==> config.mk <==
export PLATFORM = sky130hd
export DESIGN_NAME = axil2wb_master_flat
export DESIGN_NICKNAME = d
export VERILOG_FILES = /design/src/rtl/axil_wb_pkg.sv /design/src/rtl/axil2wb_master_if.sv /design/src/rtl/axil_hold_reg.sv /design/src/rtl/axil2wb_master.sv /design/src/flat_wrapper.sv
export SDC_FILE = /design/constraint.sdc
export NUM_CORES = 1
export LEC_CHECK = 0
export ABC_AREA = 0
export BUFFER_PORTS_ARGS = -buffer_cell sky130_fd_sc_hd__buf_2
export CORE_ASPECT_RATIO = 1.25
export CORE_UTILIZATION = 51
export DETAILED_ROUTE_END_ITERATION = 7
export PLACE_DENSITY_LB_ADDON = 0.25
export SLEW_MARGIN = 40
export SYNTH_ARGS = -nofsm -noshare
export SYNTH_HDL_FRONTEND = slang
export SYNTH_SLANG_ARGS = --single-unit
==> constraint.sdc <==
create_clock -name wb_clk_i -period 5.3 [get_ports wb_clk_i]
set_input_delay 0.265 -clock wb_clk_i [delete_from_list [all_inputs] [get_ports wb_clk_i]]
set_output_delay 0.265 -clock wb_clk_i [all_outputs]
set_load 0.01 [all_outputs]
==> src/rtl/axil_wb_pkg.sv <==
// Shared types and constants for the AXI-Lite to Wishbone bridge.
// Latency: n/a (declarations only).
// Backpressure: n/a.
package axil_wb_pkg;

  typedef enum logic [2:0] {
    IDLE,
    WB_WR,
    WB_RD,
    B_RSP,
    R_RSP
  } state_t;

  localparam logic [1:0]  RESP_OKAY     = 2'b00;
  localparam logic [1:0]  RESP_SLVERR   = 2'b10;
  localparam logic [31:0] DEF_ADDR_BASE = 32'h3000_0000;

endpackage

==> src/rtl/axil2wb_master_if.sv <==
// AXI-Lite slave channels plus Wishbone master signals of the bridge.
// Latency: n/a (wiring only).
// Backpressure: valid/ready on AXI channels, cyc/stb with ack/err on Wishbone.
interface axil2wb_master_if #(
  parameter int AW = 12
);
  logic          awvalid;
  logic          awready;
  logic [AW-1:0] awaddr;
  logic          wvalid;
  logic          wready;
  logic [31:0]   wdata;
  logic [3:0]    wstrb;
  logic          bvalid;
  logic          bready;
  logic [1:0]    bresp;
  logic          arvalid;
  logic          arready;
  logic [AW-1:0] araddr;
  logic          rvalid;
  logic          rready;
  logic [31:0]   rdata;
  logic [1:0]    rresp;
  logic          wbm_cyc_o;
  logic          wbm_stb_o;
  logic          wbm_we_o;
  logic [3:0]    wbm_sel_o;
  logic [31:0]   wbm_adr_o;
  logic [31:0]   wbm_dat_o;
  logic [31:0]   wbm_dat_i;
  logic          wbm_ack_i;
  logic          wbm_err_i;

  // Bridge view: it is the Wishbone master that sits behind the AXI-Lite port.
  modport master (
    input  awvalid, awaddr, wvalid, wdata, wstrb, bready, arvalid, araddr, rready,
    input  wbm_dat_i, wbm_ack_i, wbm_err_i,
    output awready, wready, bvalid, bresp, arready, rvalid, rdata, rresp,
    output wbm_cyc_o, wbm_stb_o, wbm_we_o, wbm_sel_o, wbm_adr_o, wbm_dat_o
  );

  // Environment view: AXI-Lite initiator plus Wishbone target.
  modport slave (
    output awvalid, awaddr, wvalid, wdata, wstrb, bready, arvalid, araddr, rready,
    output wbm_dat_i, wbm_ack_i, wbm_err_i,
    input  awready, wready, bvalid, bresp, arready, rvalid, rdata, rresp,
    input  wbm_cyc_o, wbm_stb_o, wbm_we_o, wbm_sel_o, wbm_adr_o, wbm_dat_o
  );
endinterface

==> src/rtl/axil_hold_reg.sv <==
// Single-entry capture register for one AXI-Lite request channel.
// Latency: data held from the handshake edge; ready returns one edge after clr.
// Backpressure: ready stays low while an entry is held.
module axil_hold_reg #(
  parameter int W = 32
) (
  input  logic         clk,
  input  logic         rst,
  input  logic         valid,
  output logic         ready,
  input  logic [W-1:0] data,
  input  logic         clr,
  output logic         held,
  output logic [W-1:0] q
);

  logic hs;
  assign hs = valid & ready;

  // Capture on handshake, release on clr; ready drops at the capture edge
  // and only comes back one edge after the entry has been released.
  always_ff @(posedge clk or posedge rst) begin
    if (rst) begin
      held  <= 1'b0;
      ready <= 1'b0;
      q     <= '0;
    end else begin
      ready <= !(held | hs);
      if (clr) begin
        held <= 1'b0;
      end else if (hs) begin
        held <= 1'b1;
        q    <= data;
      end
    end
  end

endmodule

==> src/rtl/axil2wb_master.sv <==
// AXI-Lite slave to Wishbone classic master bridge, one transaction at a time.
// Latency: WB cycle starts one edge after the request is held; B/R valid one edge after ack/err/timeout.
// Backpressure: requests are held (ready low) until their B/R response is accepted.
module axil2wb_master
  import axil_wb_pkg::*;
#(
  parameter logic [31:0] ADDR_BASE = DEF_ADDR_BASE,
  parameter int          AW        = 12,
  parameter int          TIMEOUT   = 255,
  parameter int          TO_W      = 8
) (
  input logic              wb_clk_i,
  input logic              wb_rst_i,
  axil2wb_master_if.master bus
);

  logic          aw_held, w_held, ar_held;
  logic [AW-1:0] aw_q, ar_q;
  logic [35:0]   w_q;
  logic          b_done, r_done;

  axil_hold_reg #(.W(AW)) u_aw (
    .clk(wb_clk_i), .rst(wb_rst_i), .valid(bus.awvalid), .ready(bus.awready),
    .data(bus.awaddr), .clr(b_done), .held(aw_held), .q(aw_q)
  );

  axil_hold_reg #(.W(36)) u_w (
    .clk(wb_clk_i), .rst(wb_rst_i), .valid(bus.wvalid), .ready(bus.wready),
    .data({bus.wstrb, bus.wdata}), .clr(b_done), .held(w_held), .q(w_q)
  );

  axil_hold_reg #(.W(AW)) u_ar (
    .clk(wb_clk_i), .rst(wb_rst_i), .valid(bus.arvalid), .ready(bus.arready),
    .data(bus.araddr), .clr(r_done), .held(ar_held), .q(ar_q)
  );

  state_t          state_q, state_d;
  logic            last_wr_q, last_wr_d;
  logic [TO_W-1:0] cnt_q, cnt_d;
  logic            cyc_q, cyc_d, we_q, we_d;
  logic [3:0]      sel_q, sel_d;
  logic [31:0]     adr_q, adr_d, dat_q, dat_d;
  logic            bvalid_q, bvalid_d, rvalid_q, rvalid_d;
  logic [1:0]      bresp_q, bresp_d, rresp_q, rresp_d;
  logic [31:0]     rdata_q, rdata_d;
  logic            wr_pend, rd_pend, wb_end;
  logic [1:0]      wb_resp;

  assign bus.wbm_cyc_o = cyc_q;
  assign bus.wbm_stb_o = cyc_q;
  assign bus.wbm_we_o  = we_q;
  assign bus.wbm_sel_o = sel_q;
  assign bus.wbm_adr_o = adr_q;
  assign bus.wbm_dat_o = dat_q;
  assign bus.bvalid    = bvalid_q;
  assign bus.bresp     = bresp_q;
  assign bus.rvalid    = rvalid_q;
  assign bus.rresp     = rresp_q;
  assign bus.rdata     = rdata_q;

  // Arbitration, Wishbone cycle control and response generation.
  always_comb begin
    state_d   = state_q;
    last_wr_d = last_wr_q;
    cnt_d     = cnt_q;
    cyc_d     = cyc_q;
    we_d      = we_q;
    sel_d     = sel_q;
    adr_d     = adr_q;
    dat_d     = dat_q;
    bvalid_d  = bvalid_q;
    bresp_d   = bresp_q;
    rvalid_d  = rvalid_q;
    rresp_d   = rresp_q;
    rdata_d   = rdata_q;
    b_done    = 1'b0;
    r_done    = 1'b0;
    wr_pend   = aw_held & w_held;
    rd_pend   = ar_held;
    // Cycle ends on ack, err, or once it has been up for TIMEOUT cycles.
    wb_end    = bus.wbm_ack_i | bus.wbm_err_i | (cnt_q == TO_W'(TIMEOUT - 1));
    // err wins over ack; a timeout (no ack) is also an error.
    wb_resp   = (bus.wbm_err_i | !bus.wbm_ack_i) ? RESP_SLVERR : RESP_OKAY;
    case (state_q)
      IDLE: begin
        // When both are pending, alternate; last_wr resets to "read" so writes go first.
        if (wr_pend && (!rd_pend || !last_wr_q)) begin
          state_d   = WB_WR;
          last_wr_d = 1'b1;
          cyc_d     = 1'b1;
          we_d      = 1'b1;
          sel_d     = w_q[35:32];
          adr_d     = ADDR_BASE | 32'(aw_q);
          dat_d     = w_q[31:0];
          cnt_d     = '0;
        end else if (rd_pend) begin
          state_d   = WB_RD;
          last_wr_d = 1'b0;
          cyc_d     = 1'b1;
          we_d      = 1'b0;
          sel_d     = 4'hF;
          adr_d     = ADDR_BASE | 32'(ar_q);
          dat_d     = w_q[31:0];
          cnt_d     = '0;
        end
      end
      WB_WR: begin
        if (wb_end) begin
          state_d  = B_RSP;
          cyc_d    = 1'b0;
          bvalid_d = 1'b1;
          bresp_d  = wb_resp;
        end else begin
          cnt_d = cnt_q + 1'b1;
        end
      end
      WB_RD: begin
        if (wb_end) begin
          state_d  = R_RSP;
          cyc_d    = 1'b0;
          rvalid_d = 1'b1;
          rresp_d  = wb_resp;
          rdata_d  = (wb_resp == RESP_OKAY) ? bus.wbm_dat_i : '0;
        end else begin
          cnt_d = cnt_q + 1'b1;
        end
      end
      B_RSP: begin
        if (bus.bready) begin
          state_d  = IDLE;
          bvalid_d = 1'b0;
          bresp_d  = RESP_OKAY;
          b_done   = 1'b1;
        end
      end
      R_RSP: begin
        if (bus.rready) begin
          state_d  = IDLE;
          rvalid_d = 1'b0;
          rresp_d  = RESP_OKAY;
          rdata_d  = '0;
          r_done   = 1'b1;
        end
      end
      default: state_d = IDLE;
    endcase
  end

  // State and registered outputs; reset drops cyc/stb immediately.
  always_ff @(posedge wb_clk_i or posedge wb_rst_i) begin
    if (wb_rst_i) begin
      state_q   <= IDLE;
      last_wr_q <= 1'b0;
      cnt_q     <= '0;
      cyc_q     <= 1'b0;
      we_q      <= 1'b0;
      sel_q     <= '0;
      adr_q     <= '0;
      dat_q     <= '0;
      bvalid_q  <= 1'b0;
      bresp_q   <= RESP_OKAY;
      rvalid_q  <= 1'b0;
      rresp_q   <= RESP_OKAY;
      rdata_q   <= '0;
    end else begin
      state_q   <= state_d;
      last_wr_q <= last_wr_d;
      cnt_q     <= cnt_d;
      cyc_q     <= cyc_d;
      we_q      <= we_d;
      sel_q     <= sel_d;
      adr_q     <= adr_d;
      dat_q     <= dat_d;
      bvalid_q  <= bvalid_d;
      bresp_q   <= bresp_d;
      rvalid_q  <= rvalid_d;
      rresp_q   <= rresp_d;
      rdata_q   <= rdata_d;
    end
  end

endmodule

==> src/flat_wrapper.sv <==
// flat-port wrapper written by rule: the top's interface ports become plain ports
module axil2wb_master_flat import axil_wb_pkg::*;
#(
  parameter logic [31:0] ADDR_BASE = DEF_ADDR_BASE,
  parameter int          AW        = 12,
  parameter int          TIMEOUT   = 255,
  parameter int          TO_W      = 8
)
  (wb_clk_i, wb_rst_i, bus_awvalid, bus_awaddr, bus_wvalid, bus_wdata, bus_wstrb, bus_bready, bus_arvalid, bus_araddr, bus_rready, bus_wbm_dat_i, bus_wbm_ack_i, bus_wbm_err_i, bus_awready, bus_wready, bus_bvalid, bus_bresp, bus_arready, bus_rvalid, bus_rdata, bus_rresp, bus_wbm_cyc_o, bus_wbm_stb_o, bus_wbm_we_o, bus_wbm_sel_o, bus_wbm_adr_o, bus_wbm_dat_o);
  axil2wb_master_if #(.AW(AW)) bus_i ();
  input logic wb_clk_i;
  input logic wb_rst_i;
  input wire logic [$bits(bus_i.awvalid)-1:0] bus_awvalid;
  input wire logic [$bits(bus_i.awaddr)-1:0] bus_awaddr;
  input wire logic [$bits(bus_i.wvalid)-1:0] bus_wvalid;
  input wire logic [$bits(bus_i.wdata)-1:0] bus_wdata;
  input wire logic [$bits(bus_i.wstrb)-1:0] bus_wstrb;
  input wire logic [$bits(bus_i.bready)-1:0] bus_bready;
  input wire logic [$bits(bus_i.arvalid)-1:0] bus_arvalid;
  input wire logic [$bits(bus_i.araddr)-1:0] bus_araddr;
  input wire logic [$bits(bus_i.rready)-1:0] bus_rready;
  input wire logic [$bits(bus_i.wbm_dat_i)-1:0] bus_wbm_dat_i;
  input wire logic [$bits(bus_i.wbm_ack_i)-1:0] bus_wbm_ack_i;
  input wire logic [$bits(bus_i.wbm_err_i)-1:0] bus_wbm_err_i;
  output wire logic [$bits(bus_i.awready)-1:0] bus_awready;
  output wire logic [$bits(bus_i.wready)-1:0] bus_wready;
  output wire logic [$bits(bus_i.bvalid)-1:0] bus_bvalid;
  output wire logic [$bits(bus_i.bresp)-1:0] bus_bresp;
  output wire logic [$bits(bus_i.arready)-1:0] bus_arready;
  output wire logic [$bits(bus_i.rvalid)-1:0] bus_rvalid;
  output wire logic [$bits(bus_i.rdata)-1:0] bus_rdata;
  output wire logic [$bits(bus_i.rresp)-1:0] bus_rresp;
  output wire logic [$bits(bus_i.wbm_cyc_o)-1:0] bus_wbm_cyc_o;
  output wire logic [$bits(bus_i.wbm_stb_o)-1:0] bus_wbm_stb_o;
  output wire logic [$bits(bus_i.wbm_we_o)-1:0] bus_wbm_we_o;
  output wire logic [$bits(bus_i.wbm_sel_o)-1:0] bus_wbm_sel_o;
  output wire logic [$bits(bus_i.wbm_adr_o)-1:0] bus_wbm_adr_o;
  output wire logic [$bits(bus_i.wbm_dat_o)-1:0] bus_wbm_dat_o;
  assign bus_i.awvalid = bus_awvalid;
  assign bus_i.awaddr = bus_awaddr;
  assign bus_i.wvalid = bus_wvalid;
  assign bus_i.wdata = bus_wdata;
  assign bus_i.wstrb = bus_wstrb;
  assign bus_i.bready = bus_bready;
  assign bus_i.arvalid = bus_arvalid;
  assign bus_i.araddr = bus_araddr;
  assign bus_i.rready = bus_rready;
  assign bus_i.wbm_dat_i = bus_wbm_dat_i;
  assign bus_i.wbm_ack_i = bus_wbm_ack_i;
  assign bus_i.wbm_err_i = bus_wbm_err_i;
  assign bus_awready = bus_i.awready;
  assign bus_wready = bus_i.wready;
  assign bus_bvalid = bus_i.bvalid;
  assign bus_bresp = bus_i.bresp;
  assign bus_arready = bus_i.arready;
  assign bus_rvalid = bus_i.rvalid;
  assign bus_rdata = bus_i.rdata;
  assign bus_rresp = bus_i.rresp;
  assign bus_wbm_cyc_o = bus_i.wbm_cyc_o;
  assign bus_wbm_stb_o = bus_i.wbm_stb_o;
  assign bus_wbm_we_o = bus_i.wbm_we_o;
  assign bus_wbm_sel_o = bus_i.wbm_sel_o;
  assign bus_wbm_adr_o = bus_i.wbm_adr_o;
  assign bus_wbm_dat_o = bus_i.wbm_dat_o;
  axil2wb_master #(.ADDR_BASE(ADDR_BASE), .AW(AW), .TIMEOUT(TIMEOUT), .TO_W(TO_W)) u_core (.wb_clk_i(wb_clk_i), .wb_rst_i(wb_rst_i), .bus(bus_i));
endmodule
==> results.py <==
metrics = {
    "routing": {
        "dr.pass1.iters": 5,
        "routedWlPerCell_um": 16.0,
        "drt_wl_total_um": 14600,
        "vias_per_cell": 5.21,
        "drt_iter0_markers": 199,
        "remaining_drc_errors": 0,
        "ant_nets": 0,
        "vias": 4731,
    },
    "placed_design": {
        "gp_congestion": 0.850,
        "dp_hpwl_um": 9920,
        "io_buffers": 192,
    },
    "die": {
        "die_y_um": 129,
        "num_rows": 46,
        "core-area_mm2": 0.0127,
        "io_pins": 213,
        "design.die.area_mm2": 0.0134,
        "die_w_um": 104,
        "start_util_pct": 52.3,
    },
    "hold_path": {
        "hp-class": "input pin to register",
        "min_from": "bus_wvalid",
    },
    "cts": {
        "cts.clk_slew.worst_paths_ns": 0.06,
        "cts-resized-gates": 0,
        "postCtsSetupRepairBufs": 0,
        "hold_buffers": 0,
        "tritoncts": "built",
        "clockBufferDepth": 2,
        "htreeDepth": 4,
        "clock_latency_ns": 0.42,
        "clkSinkCount": 164,
        "root_buffer": "clkbuf_16",
        "cts_buffers": 17,
    },
    "worst_setup_path": {
        "path_max_fanout": 37,
        "critical_path.slowest_cell": "dfrtp_1",
        "critPathKind": "register to register",
        "cp_num_buf_inv": 1,
        "critPathArrivalTime_ns": 2.71,
        "endpoint_kind": "register",
        "slowest_delay_ns": 0.52,
        "worst_setup_path_start_kind": "register",
        "crit_family": "simple AND/OR/NAND/NOR gates",
        "r2r-start": "u_core.state_q[1]$_DFFE_PP0P_",
        "required_ns": 5.56,
        "crit_chain": "nor3_1, nand2b_2, buf_4, o21ai_1, a31oi_1",
        "critPathLaunch": "u_core.state_q[1]$_DFFE_PP0P_",
    },
    "timing": {
        "hold_viol": 0,
        "worst_slew_pin_slew_ns": 0.691,
        "finalSetupViolCount": 0,
        "rsz0062_at_grt": "no",
        "finalCritPeriodShare_pct": 46.1,
        "relSlewSlack_pct": 53.8,
        "final.setup.tns_ns": 0,
        "period_minus_slack_ns": 2.44,
        "drv_slew": 0,
        "skew_ns": 0.0113,
        "fmax_ghz": 0.410,
    },
    "flow_run": {
        "cap_violations": 0,
    },
    "final_layout": {
        "drive_above_1_share_pct": 40.3,
        "layout_commonest_cell": "buf_2",
        "area_growth_pct": 24.6,
        "final_cell_mix": "buf_2, dfrtp_1, nand2_1",
        "nFillCells": 1012,
        "num_antenna_cells": 0,
        "fin_nets": 831,
        "regArea_mm2": 0.00410,
        "multi_input_area_mm2": 0.00225,
    },
    "synthesis": {
        "async_flop_share_pct": 100,
        "synthCells": 542,
        "ys.flop_type": "dfrtp_1",
        "ys_ff_latch": 164,
        "yosys_warnings": 0,
        "synth.cell_area_mm2": 0.00662,
        "synth_edf_count": 0,
        "yosysUniqueCellTypes": 43,
        "synth-seq-area-share_pct": 62.0,
        "avgSynthCellArea_um2": 12.2,
    },
    "power_and_ir_drop": {
        "vdd_drop_max_v": 0.000323,
        "powerDensity_mw_per_mm2": 661,
        "power.leakage_uw": 0.00427,
        "power_uw": 5450,
    },
    "global_routing": {
        "grt.total_usage_pct": 22.4,
        "grt_overflow": 0,
        "grt_pass1_vias": 4812,
        "grt_max_degree": 119,
        "antenna_found_initial": 1,
        "grt_pass1_wl_um": 23300,
    },
    "run_status": {
        "status": "finished clean",
    },
}
-- registers in the layout, indices dropped and copies added, names as in the netlist, 3 cells and up --
name / count
u_core.bus.rdata: 32
u_core.bus.wbm_adr_o: 13
u_core.bus.wbm_dat_o: 32
u_core.bus.wbm_sel_o: 4
u_core.cnt_q: 8
u_core.state_q: 3
u_core.u_ar.q: 12
u_core.u_aw.q: 12
u_core.u_w.q: 36
-- cell usage after synthesis, types with 8 or more instances --
| master | number | area (um^2) |
|---|---|---|
| mux2_2 | 58 | 653 |
| buf_4 | 27 | 203 |
| nor2_1 | 9 | 33.8 |
| buf_2 | 8 | 40.0 |
| nand2_1 | 124 | 465 |
| a31oi_1 | 10 | 62.6 |
| dfrtp_1 | 164 | 4100 |
| a22o_1 | 32 | 280 |
| nand3_1 | 8 | 40.0 |
| clkbuf_1 | 11 | 41.3 |
| mux2i_1 | 15 | 150 |
| o21ai_0 | 16 | 80.1 |
-- worst paths after layout --
kind / endpoint / slack (ns) / cells past startpoint
setup reg to reg: u_core.cnt_q[6]$_DFFE_PP0P_ / 2.86 / 5
hold reg to reg: u_core.bus.wbm_dat_o[8]$_DFFE_PP0P_ / 0.46 / 2
max in group asynchronous: u_core.bus.rdata[18]$_DFFE_PP0P_ / 3.78 / 4
hold / removal: u_core.u_w.ready$_DFF_PP0_ / 0.06 / 2
min in group asynchronous: u_core.bus.rdata[29]$_DFFE_PP0P_ / 0.47 / 3
setup / recovery: u_core.cnt_q[6]$_DFFE_PP0P_ / 2.86 / 5
-- cell families (layout without fill, tap and decap cells) --
| kind of cell | after synthesis | in the layout | synth area share [%] |
|---|---|---|---|
| mux | 75 | 75 | 12.5 |
| fa+ha+maj | 2 | 2 | 0.378 |
| xor+xnor | 1 | 1 | 0.132 |
| other cells | 1 | 20 | 0.0566 |
| simple gates | 167 | 167 | 10.9 |
| flops | 164 | 164 | 62.0 |
| buf+inv | 55 | 234 | 5.25 |
| compound gates | 77 | 77 | 8.86 |
-- layout make-up --
type,count,share of cell area (%)
timing repair buffer,198,12.3
multi-input combinational,342,27.3
inverter,5,0.379
tap,168,2.55
sequential,164,49.8
clock buffer,22,5.87
clock inverter,9,1.82
-- routing by layer --
layer,wire length (um),up-vias,global-route usage [%]
met2,7200,167,35.9
met4,401,2,10.8
met1,6070,2341,27.7
met5,13,-,0
met3,869,29,7.14
li1,-,2192,-
-- stage by stage --
stage / utilization (%) / cell area (um^2) / hold WS, ns / worst slack [ns] / instances
after floorplan: - / 6690 / 0.370 / 0.602 / 561
after global placement: 59.8 / 7570 / 0.441 / 2.97 / 875
after detailed placement: 59.9 / 7580 / 0.446 / 2.88 / 875
after CTS: 64.9 / 8210 / 0.0362 / 2.86 / 906
after global routing: 65.1 / 8250 / 0.0524 / 2.56 / 908
final: 65.1 / 8250 / 0.0596 / 2.86 / 908
-- power by group --
part           internal, uW  switching (uW)
Clock                   834             466
Combinational           869            1070
Sequential             1850             358
Note: power is estimated with default switching activity, not from simulation.
